## src/rtl/writeback_stage.sv

```systemverilog
// writeback_stage: queues ALU and load results and drains them into the register file.
// Each write holds rdwrite for two cycles, then leaves a gap. Define WB_BYPASS_EN to enable forwarding from pending writes.
module writeback_stage #(
    parameter int DEPTH = 4
) (
    input  logic        clk,
    input  logic        reset,
    input  logic        alu_valid,
    input  logic [4:0]  alu_rd,
    input  logic [31:0] alu_data,
    output logic        alu_ready,
    input  logic        lsu_valid,
    input  logic [4:0]  lsu_rd,
    input  logic [31:0] lsu_data,
    output logic        lsu_ready,
    output logic [4:0]  selRD,
    output logic [31:0] data_in,
    output logic        rdwrite,
    input  logic [4:0]  byp_rs1,
    input  logic [4:0]  byp_rs2,
    output logic        byp_hit1,
    output logic        byp_hit2,
    output logic [31:0] byp_data1,
    output logic [31:0] byp_data2,
    output logic        wb_idle
);
    localparam int PW = $clog2(DEPTH);
    localparam int CW = $clog2(DEPTH + 1);

    typedef enum logic [1:0] {IDLE, WR1, WR2, GAP} state_t;
    state_t state, next_state;

    logic [4:0]    q_rd   [DEPTH];
    logic [31:0]   q_data [DEPTH];
    logic [PW-1:0] wr_ptr, rd_ptr;
    logic [CW-1:0] count;

    logic          not_full, push, pop;
    logic [4:0]    push_rd;
    logic [31:0]   push_data;
    logic          rdwrite_nxt;
    logic [4:0]    sel_nxt;
    logic [31:0]   data_nxt;

    // Ready looks only at the registered count, so a pop never frees a slot in the same cycle.
    assign not_full  = count < CW'(DEPTH);
    assign lsu_ready = not_full;
    assign alu_ready = not_full && !lsu_valid;
    assign wb_idle   = (count == '0) && (state == IDLE);

    // rd==0 handshakes complete normally but leave nothing in the queue.
    always_comb begin
        push      = 1'b0;
        push_rd   = lsu_rd;
        push_data = lsu_data;
        if (lsu_valid && lsu_ready) begin
            push = (lsu_rd != 5'd0);
        end else if (alu_valid && alu_ready) begin
            push      = (alu_rd != 5'd0);
            push_rd   = alu_rd;
            push_data = alu_data;
        end
    end

    assign pop = ((state == IDLE) || (state == GAP)) && (count != '0);

    always_ff @(posedge clk) begin
        if (push) begin
            q_rd[wr_ptr]   <= push_rd;
            q_data[wr_ptr] <= push_data;
        end
    end

    always_ff @(posedge clk or negedge reset) begin
        if (!reset) begin
            wr_ptr <= '0;
            rd_ptr <= '0;
            count  <= '0;
        end else begin
            if (push) wr_ptr <= wr_ptr + PW'(1);
            if (pop)  rd_ptr <= rd_ptr + PW'(1);
            case ({push, pop})
                2'b10:   count <= count + CW'(1);
                2'b01:   count <= count - CW'(1);
                default: count <= count;
            endcase
        end
    end

    always_ff @(posedge clk or negedge reset) begin
        if (!reset) state <= IDLE;
        else        state <= next_state;
    end

    always_comb begin
        next_state = state;
        case (state)
            IDLE:    if (count != '0) next_state = WR1;
            WR1:     next_state = WR2;
            WR2:     next_state = GAP;
            GAP:     next_state = (count != '0) ? WR1 : IDLE;
            default: next_state = IDLE;
        endcase
    end

    // Register-file port values are computed here and registered below so they change only on an edge.
    always_comb begin
        rdwrite_nxt = (next_state == WR1) || (next_state == WR2);
        sel_nxt     = selRD;
        data_nxt    = data_in;
        if (pop) begin
            sel_nxt  = q_rd[rd_ptr];
            data_nxt = q_data[rd_ptr];
        end
    end

    always_ff @(posedge clk or negedge reset) begin
        if (!reset) begin
            selRD   <= '0;
            data_in <= '0;
            rdwrite <= 1'b0;
        end else begin
            selRD   <= sel_nxt;
            data_in <= data_nxt;
            rdwrite <= rdwrite_nxt;
        end
    end

`ifdef WB_BYPASS_EN
    logic [1:0][4:0]  rs;
    logic [1:0]       hit;
    logic [1:0][31:0] fwd;

    assign rs[0] = byp_rs1;
    assign rs[1] = byp_rs2;

    // Scan oldest to youngest so the last match wins; the entry being written is older than anything queued.
    always_comb begin
        hit = '0;
        fwd = '0;
        for (int p = 0; p < 2; p++) begin
            if (rs[p] != 5'd0) begin
                if (((state == WR1) || (state == WR2)) && (selRD == rs[p])) begin
                    hit[p] = 1'b1;
                    fwd[p] = data_in;
                end
                for (int i = 0; i < DEPTH; i++) begin
                    if ((CW'(i) < count) && (q_rd[rd_ptr + PW'(i)] == rs[p])) begin
                        hit[p] = 1'b1;
                        fwd[p] = q_data[rd_ptr + PW'(i)];
                    end
                end
            end
        end
    end

    assign byp_hit1  = hit[0];
    assign byp_hit2  = hit[1];
    assign byp_data1 = fwd[0];
    assign byp_data2 = fwd[1];
`else
    logic byp_unused;
    assign byp_unused = ^{byp_rs1, byp_rs2};
    assign byp_hit1   = 1'b0;
    assign byp_hit2   = 1'b0;
    assign byp_data1  = '0;
    assign byp_data2  = '0;
`endif

endmodule
```

## config.mk

```make
export PLATFORM = sky130hd
export DESIGN_NAME = writeback_stage
export DESIGN_NICKNAME = d
export VERILOG_FILES = /design/src/rtl/writeback_stage.sv
export SDC_FILE = /design/constraint.sdc
export NUM_CORES = 1
export LEC_CHECK = 0
export CAP_MARGIN = 20
export CORE_AREA = 2 2 127 129
export CTS_CLUSTER_DIAMETER = 150
export DETAILED_ROUTE_END_ITERATION = 6
export DIE_AREA = 0 0 129 131
export MAX_ROUTING_LAYER = met4
export PLACE_DENSITY = 0.93
export SYNTH_ARGS = -nofsm -noshare
export SYNTH_HDL_FRONTEND = slang
export SYNTH_SLANG_ARGS = --single-unit
```

## constraint.sdc

```tcl
create_clock -name clk -period 6.5 [get_ports clk]
set_clock_uncertainty 0.15 [all_clocks]
set_input_delay 0.65 -clock clk [delete_from_list [all_inputs] [get_ports clk]]
set_output_delay 0.65 -clock clk [all_outputs]
set_load 0.1 [all_outputs]
```

# Yosys cells after proc, flatten, opt, wreduce, memory -nomap -nowiden
# Memory sizes are Yosys's and may differ from the RTL's. A register that Yosys moved wholly into a read port is not among the register bits.
# Index checks and enable logic that the tools add are counted.
[word_totals] regBits=10 mem_bits_rw=148 output_inout_bits=107 mem_count=2
[memory_table] memory="q_data" words=4 width=32 rd=1 rd_clocked_by_memory_dff=1 wr=1 line_no="34" source="logic [31:0] q_data [DEPTH];"
[memory_table] memory="q_rd" words=4 width=5 rd=1 rd_clocked_by_memory_dff=1 wr=1 line_no="33" source="logic [4:0] q_rd [DEPTH];"
[op_classes] n_addsub=4 n_lt_le_gt_ge=1 n_eq_ne=7 n_mux=12 n_reduce_logical=16
[ops] op="$mux 32" count=2
[ops] op="$mux 5" count=2
[ops] op="$reduce_bool 5->1" count=2
[ops] op="$eq 2x2->1 const B" count=4
[ops] op="$pmux 2 s4" count=1
[ops] op="$eq 2x1->1 const B" count=3
[ops] op="$pmux 3 s2" count=1
[ops] op="$logic_and 1x1->1" count=5
[ops] op="$mux 1" count=5
[ops] op="$add 2x1->2 const B" count=2
[ops] op="$add 3x1->3 const B" count=1
[ops] op="$logic_not 1->1" count=3
[ops] op="$logic_not 3->1" count=1
[ops] op="$lt 3x3->1 const B" count=1
[ops] op="$reduce_bool 3->1" count=1
[ops] op="$sub 3x1->3 const B" count=1
[ops] op="$logic_not 2->1" count=1
[ops] op="$logic_or 1x1->1" count=2
[ops] op="$mux 2" count=1
[ops] op="$reduce_bool 2->1" count=1

# Logic depth before layout (Yosys ltp)
# Gate-level depths: netlist of the first run.
[depth] word_depth=7 mapped_depth=10

# Least setup slack after synthesis of the first run
# Ideal clock, no wire load.
[synth_path] path_kind="in2out" from="input port lsu_valid" to="output port alu_ready" arrival_ps=1903 required_ps=5700 setup_slack_ps=3797 cell_stages=1 n_path_buf=0 path_cell_list="nor2_1"
[synth_between] elab_chain_len=2
[synth_lines] element="start: declaration" line_no="12" source="input logic lsu_valid,"
[synth_lines] element="$logic_not 1->1" line_no="48" source="assign alu_ready = not_full && !lsu_valid;"
[synth_lines] element="$logic_and 1x1->1" line_no="48"
[synth_lines] element="end: declaration" line_no="11" source="output logic alu_ready,"
# Every way passes these cells.

# Final worst setup path of the first run
[layout_path] from="register count[0]" to="output port wb_idle"
[layout_between] elab_chain_len=2
[layout_lines] element="start: declaration" line_no="36" source="logic [CW-1:0] count;"
[layout_lines] element="start signal: assignment" line_no="83" source="2'b10: count <= count + CW'(1);"
[layout_lines] element="start signal: assignment" line_no="84" source="2'b01: count <= count - CW'(1);"
[layout_lines] element="start signal: assignment" line_no="85" source="default: count <= count;"
[layout_lines] element="$logic_not 3->1" line_no="49" source="assign wb_idle = (count == '0) && (state == IDLE);"
[layout_lines] element="$logic_and 1x1->1" line_no="49"
[layout_lines] element="end: declaration" line_no="25" source="output logic wb_idle"
# Every way passes these cells.

==> results of run 1 <==
==> metal layers <==
metal	track usage (%)	share of wire (%)	up-vias	wire length, um
li1	-	-	1770	-
met1	22.5	39	2066	5990
met2	34.2	53	175	8150
met3	3.91	4.9	28	754
met4	7.67	2.3	0	354
met5	-	0	-	0
==> Yosys cell counts (3+ instances only) <==
cell type | number | area (sq um)
nor2_1 | 3 | 11.3
inv_1 | 10 | 37.5
mux2_2 | 74 | 833
ha_1 | 8 | 100
buf_2 | 12 | 60.1
buf_4 | 66 | 495
and2_2 | 4 | 30.0
dfrtp_1 | 47 | 1180
mux4_2 | 37 | 833
xnor2_1 | 4 | 35.0
edfxtp_1 | 148 | 4440
xor2_1 | 3 | 26.3
==> worst min path at each step <==
stage	from	to	slack (ps)
floorplan	reset	count[0]	200
global placement	count[0]	count[0]	340
detailed placement	data_in[7]	data_in[7]	350
CTS	reset	selRD[4]	220
global route	reset	data_in[28]	260
finish	reset	data_in[26]	210
==> area by class of cell <==
| cell class | count | area [sq um] | area share [%] |
|---|---|---|---|
| tap | 216 | 270 | 2.69 |
| clock inverter | 11 | 178 | 1.77 |
| sequential | 195 | 5620 | 56.1 |
| timing repair buffer | 122 | 1210 | 12.0 |
| multi-input combinational | 213 | 2250 | 22.5 |
| clock buffer | 21 | 460 | 4.59 |
| inverter | 10 | 37.5 | 0.374 |
==> registers in the layout (all words and copies together), names as in the netlist <==
signal and count:
rdwrite 1, selRD 5, data_in 32, count 3
q_rd 20, q_data 128, wr_ptr 2, rd_ptr 2
state 2
==> stage by stage <==
step	cell area, sq um	std cells
finish	10000	788
global route	10000	788
CTS	10000	788
detailed placement	9390	756
global placement	9390	756
floorplan	8480	500
==> kinds of logic after synthesis <==
kind of cell             synth area share (%)
buffers and inverters                    7.56
other                                  0.0455
AO/OA/AOI/OAI                           0.334
AND/OR/NAND/NOR                          1.12
flip-flops                               68.2
XOR/XNOR                                0.744
adder cells (fa/ha/maj)                  1.46
multiplexers                             20.5
==> results.md, run 1 <==
* Outcome: finished clean
* Clock Sinks at 195
* Cts hold-fix bufs at 0
* Drt first pass iters at 4
* TritonCTS clock tree: built
* Post-DP HPWL at 9310 um
* Slowest cell on crit path: clkdlybuf4s50_1
* Max Fclk at 285 MHz
* Die height at 131 um
* Top delay family on crit path: buffers and inverters
* WL/cell at 19.3 um
* Setup ws final at 2990 ps
* Initial Utilization at 52.8%
* Die W at 129 um
* CP startpoint: count[0]
* Clock root cell: clkbuf_16
* PortBufs at 118
* FF-to-FF setup slack at 3650 ps
* Die area at 16900 sq um
* Yosys Warn Count at 0
* Post-synth cell types at 28
* DRT Wirelength at 15200 um
* TritonCTS buffer count at 17
* Hold Path Class: in -> async
* Reg2reg start: state[0]
* Placer Congestion at 0.815
* Post-CTS setup buffer count at 0
* CP max FO at 3
* Largest net degree at the start of global routing at 48
* Critical Path RT at 5700 ps
* Unrepaired setup endpoints after global routing: no
* Buf/Inv on CP at 2
* Slew Limit Fails at 0
* Post_cts resized at 0
* Yosys reg bits at 195
* Residual DRC count at 0
* Worst path max stage delay at 1120 ps
* Vias in the first global route at 4308
* Worst r2r path cells at 10
* Antenna violations before repair at 0
* Gr usage total at 19.6%
* Sequential area share after synthesis at 68.2%
* Finished Core Util at 64.3%
* Routed via count at 4039
* Post-synth EDFFs at 148
* Cell Area, Synth at 8240 sq um
* Commonest non-fill, non-tap cell in the layout: edfxtp_1
* Core Area at 15600 sq um
* Core Rows at 46
* Fraction of layout cells with a size suffix above 1 at 27.6%
* DR vias/cell at 5.13
* Pre-CTS setup slack at 3180 ps
* Critical path arrival at 2710 ps
* Nets@finish at 656
* Most frequent cells in the layout: 148 x edfxtp_1, 117 x clkdlybuf4s50_1, 74 x mux2_2
* Antenna Cells at 0
* H-tree levels at 4
* R2R Path End: count[2]
* Cells after Synth at 435
* Max transition margin at 28.8%
* Crit end category: output port
* Avg Cell Area, Syn at 18.9 sq um
* CTS clk-pin slew, worst paths at 70 ps
* Crit path depth at 4
* Tightest Pin Transition at 1070 ps
* First-pass GRT wire length at 23400 um
* Setup TNS at 0 ps
* Crit path cell chain: nor3_1 -> nand2_1 -> inv_1 -> clkdlybuf4s50_1
* Crit path kind: reg -> out
* Total grt overflow at 0
* Post-layout min period at 3510 ps
* Fill cells at 1009
* Final setup fails at 0
* Hold WS at 210 ps
* Clock Latency Late Sink at 420 ps
* Clock buffer depth at 2
* Syn-to-layout area delta at 21.7%
* Number of max-cap violations at 0
* I/O pin count at 195
* Setup crit start kind: flop
* Worst setup endpoint: wb_idle
* Final hold vios at 0
* Top FF cell, synth: edfxtp_1
* Post-synth ARST share at 24.1%
* Final period util at 54.0%
* DR iter-0 viols at 263
* Final antenna-violating net count at 0
Power of run 1 is left out: the tool's default activity adds up to more than one toggle a clock period on the data nets, which glitch-free logic cannot reach.
==> inputs of run 2 (changes only) <==
--- a/config.mk
+++ b/config.mk
@@ -6,12 +6,12 @@
 export NUM_CORES = 1
 export LEC_CHECK = 0
 export CAP_MARGIN = 20
-export CORE_AREA = 2 2 127 129
+export CORE_AREA = 2 2 139 141
 export CTS_CLUSTER_DIAMETER = 150
 export DETAILED_ROUTE_END_ITERATION = 6
-export DIE_AREA = 0 0 129 131
+export DIE_AREA = 0 0 141 143
 export MAX_ROUTING_LAYER = met4
-export PLACE_DENSITY = 0.93
+export PLACE_DENSITY = 0.83
 export SYNTH_ARGS = -nofsm -noshare
 export SYNTH_HDL_FRONTEND = slang
 export SYNTH_SLANG_ARGS = --single-unit
==> constraint.sdc (replaced) <==
create_clock -name clk -period 3.1 [get_ports clk]
set_clock_uncertainty 0.15 [all_clocks]
set_input_delay 0.31 -clock clk [delete_from_list [all_inputs] [get_ports clk]]
set_output_delay 0.31 -clock clk [all_outputs]
set_load 0.1 [all_outputs]
==> results.md, run 2 (synthesis results as in run 1) <==
* Outcome: finished clean
* Final setup fails at 0
* Die area at 20200 sq um
* Initial Utilization at 44.4%
* I/O pin count at 195
* Antenna Cells at 0
* Final hold vios at 0
* Largest regs: q_data: 128 flops, data_in: 32 flops, q_rd: 20 flops
* Tightest Pin Transition at 1040 ps
* DR vias/cell at 4.92
* DR iter-0 viols at 192
* DRT Wirelength at 14400 um
* Drt first pass iters at 4
* Most frequent cells in the layout: 148 x edfxtp_1, 76 x clkdlybuf4s50_1, 74 x mux2_2
* CTS clk-pin slew, worst paths at 60 ps
* Total grt overflow at 0
* Crit end category: flop
* Number of max-cap violations at 0
* Largest net degree at the start of global routing at 40
* Syn-to-layout area delta at 21.0%
* Commonest non-fill, non-tap cell in the layout: edfxtp_1
* WL/cell at 17.8 um
* Residual DRC count at 0
* Post-DP HPWL at 9080 um
* TritonCTS clock tree: built
* Setup crit start kind: primary input
* Die W at 141 um
* Unrepaired setup endpoints after global routing: no
* Clock buffer depth at 2
* TritonCTS buffer count at 17
* Setup TNS at 0 ps
* Post-layout min period at 2530 ps
* Placer Congestion at 0.720
* Nets@finish at 660
* H-tree levels at 4
* Vias in the first global route at 4224
* Fraction of layout cells with a size suffix above 1 at 34.7%
* Largest register by flop count: q_data
* Hold Path Class: reg -> reg
* Critical path arrival at 2720 ps
* Die height at 143 um
* Clock root cell: clkbuf_16
* Final antenna-violating net count at 0
* Max Fclk at 395 MHz
* Post_cts resized at 0
* Final period util at 81.6%
* Core Area at 18600 sq um
* PortBufs at 118
* Antenna violations before repair at 0
* Gr usage total at 15.5%
* First-pass GRT wire length at 22600 um
* Slew Limit Fails at 0
* Routed via count at 3988
* Clock Sinks at 195
* Max transition margin at 30.6%
* Clock Latency Late Sink at 420 ps
* Crit path kind: in -> reg
* Critical Path RT at 3290 ps
* Largest register FFs at 128
* Core Rows at 50
* CP max FO at 7
-- run 2: cell count changes in the layout (fill, tap and decap cells not counted), sizes merged --
cell           change
inv                -2
bufinv             -3
dlygate4sd3        +1
clkinvlp           +2
clkbuf             +3
buf               +44
clkdlybuf4s50     -41
-- run 2: worst paths after layout --
kind	end	cells after the start	slack [ps]	start
min reg2reg	data_in[30]	1	360	data_in[30]
max in group asynchronous	data_in[12]	3	1640	reset
max	count[2]	11	570	alu_rd[1]
min	data_in[30]	1	360	data_in[30]
min in group asynchronous	state[0]	2	390	reset
max reg2reg	q_data[2][8]	4	760	count[2]
-- run 2: final cells by class --
type / count / area, sq um
flip-flops and latches: 195 / 5620
clock inverters: 8 / 78.8
clock buffers: 24 / 482
repair buffers: 126 / 1200
well taps: 234 / 293
inverters: 10 / 37.5
fillers: 1440 / 8610
multi-input cells: 213 / 2250
-- run 2: layer usage --
layer | vias up | part of all wire [%] | global-route usage [%]
li1 | 1783 | - | -
met1 | 2032 | 42 | 18.3
met2 | 156 | 52 | 26.6
met3 | 17 | 4.7 | 4.09
met4 | 0 | 1.2 | 4.32
met5 | - | 0 | -
-- run 2: what timing repair did --
action,4_1_cts,5_1_grt
buffers inserted,0,0
hold buffers,1,0
endpoints found under the hold margin,31,0
-- run 2: metrics by stage --
step	std cells	util, %	setup WS (ps)	hold slack (ps)	cell area, sq um
3_5_place_dp	775	50.3	150	331	9340
2_1_floorplan	500	-	623	-136	8480
6_report	810	53.6	570	358	9970
5_1_grt	810	53.6	451	374	9970
4_1_cts	808	53.4	596	365	9910
3_3_place_gp	775	50.3	247	313	9340
-- run 2: critical path, cell delays in order --
cell             delay [ps]
clkdlybuf4s50_1         410
or4_1                   540
o21ai_1                 200
nand2_2                 150
inv_1                    90
ha_1                    180
inv_1                    60
fa_1                    370
xor2_1                  150
nor2_1                  110
xnor2_1                 140
Power of run 2 is left out for the same reason.
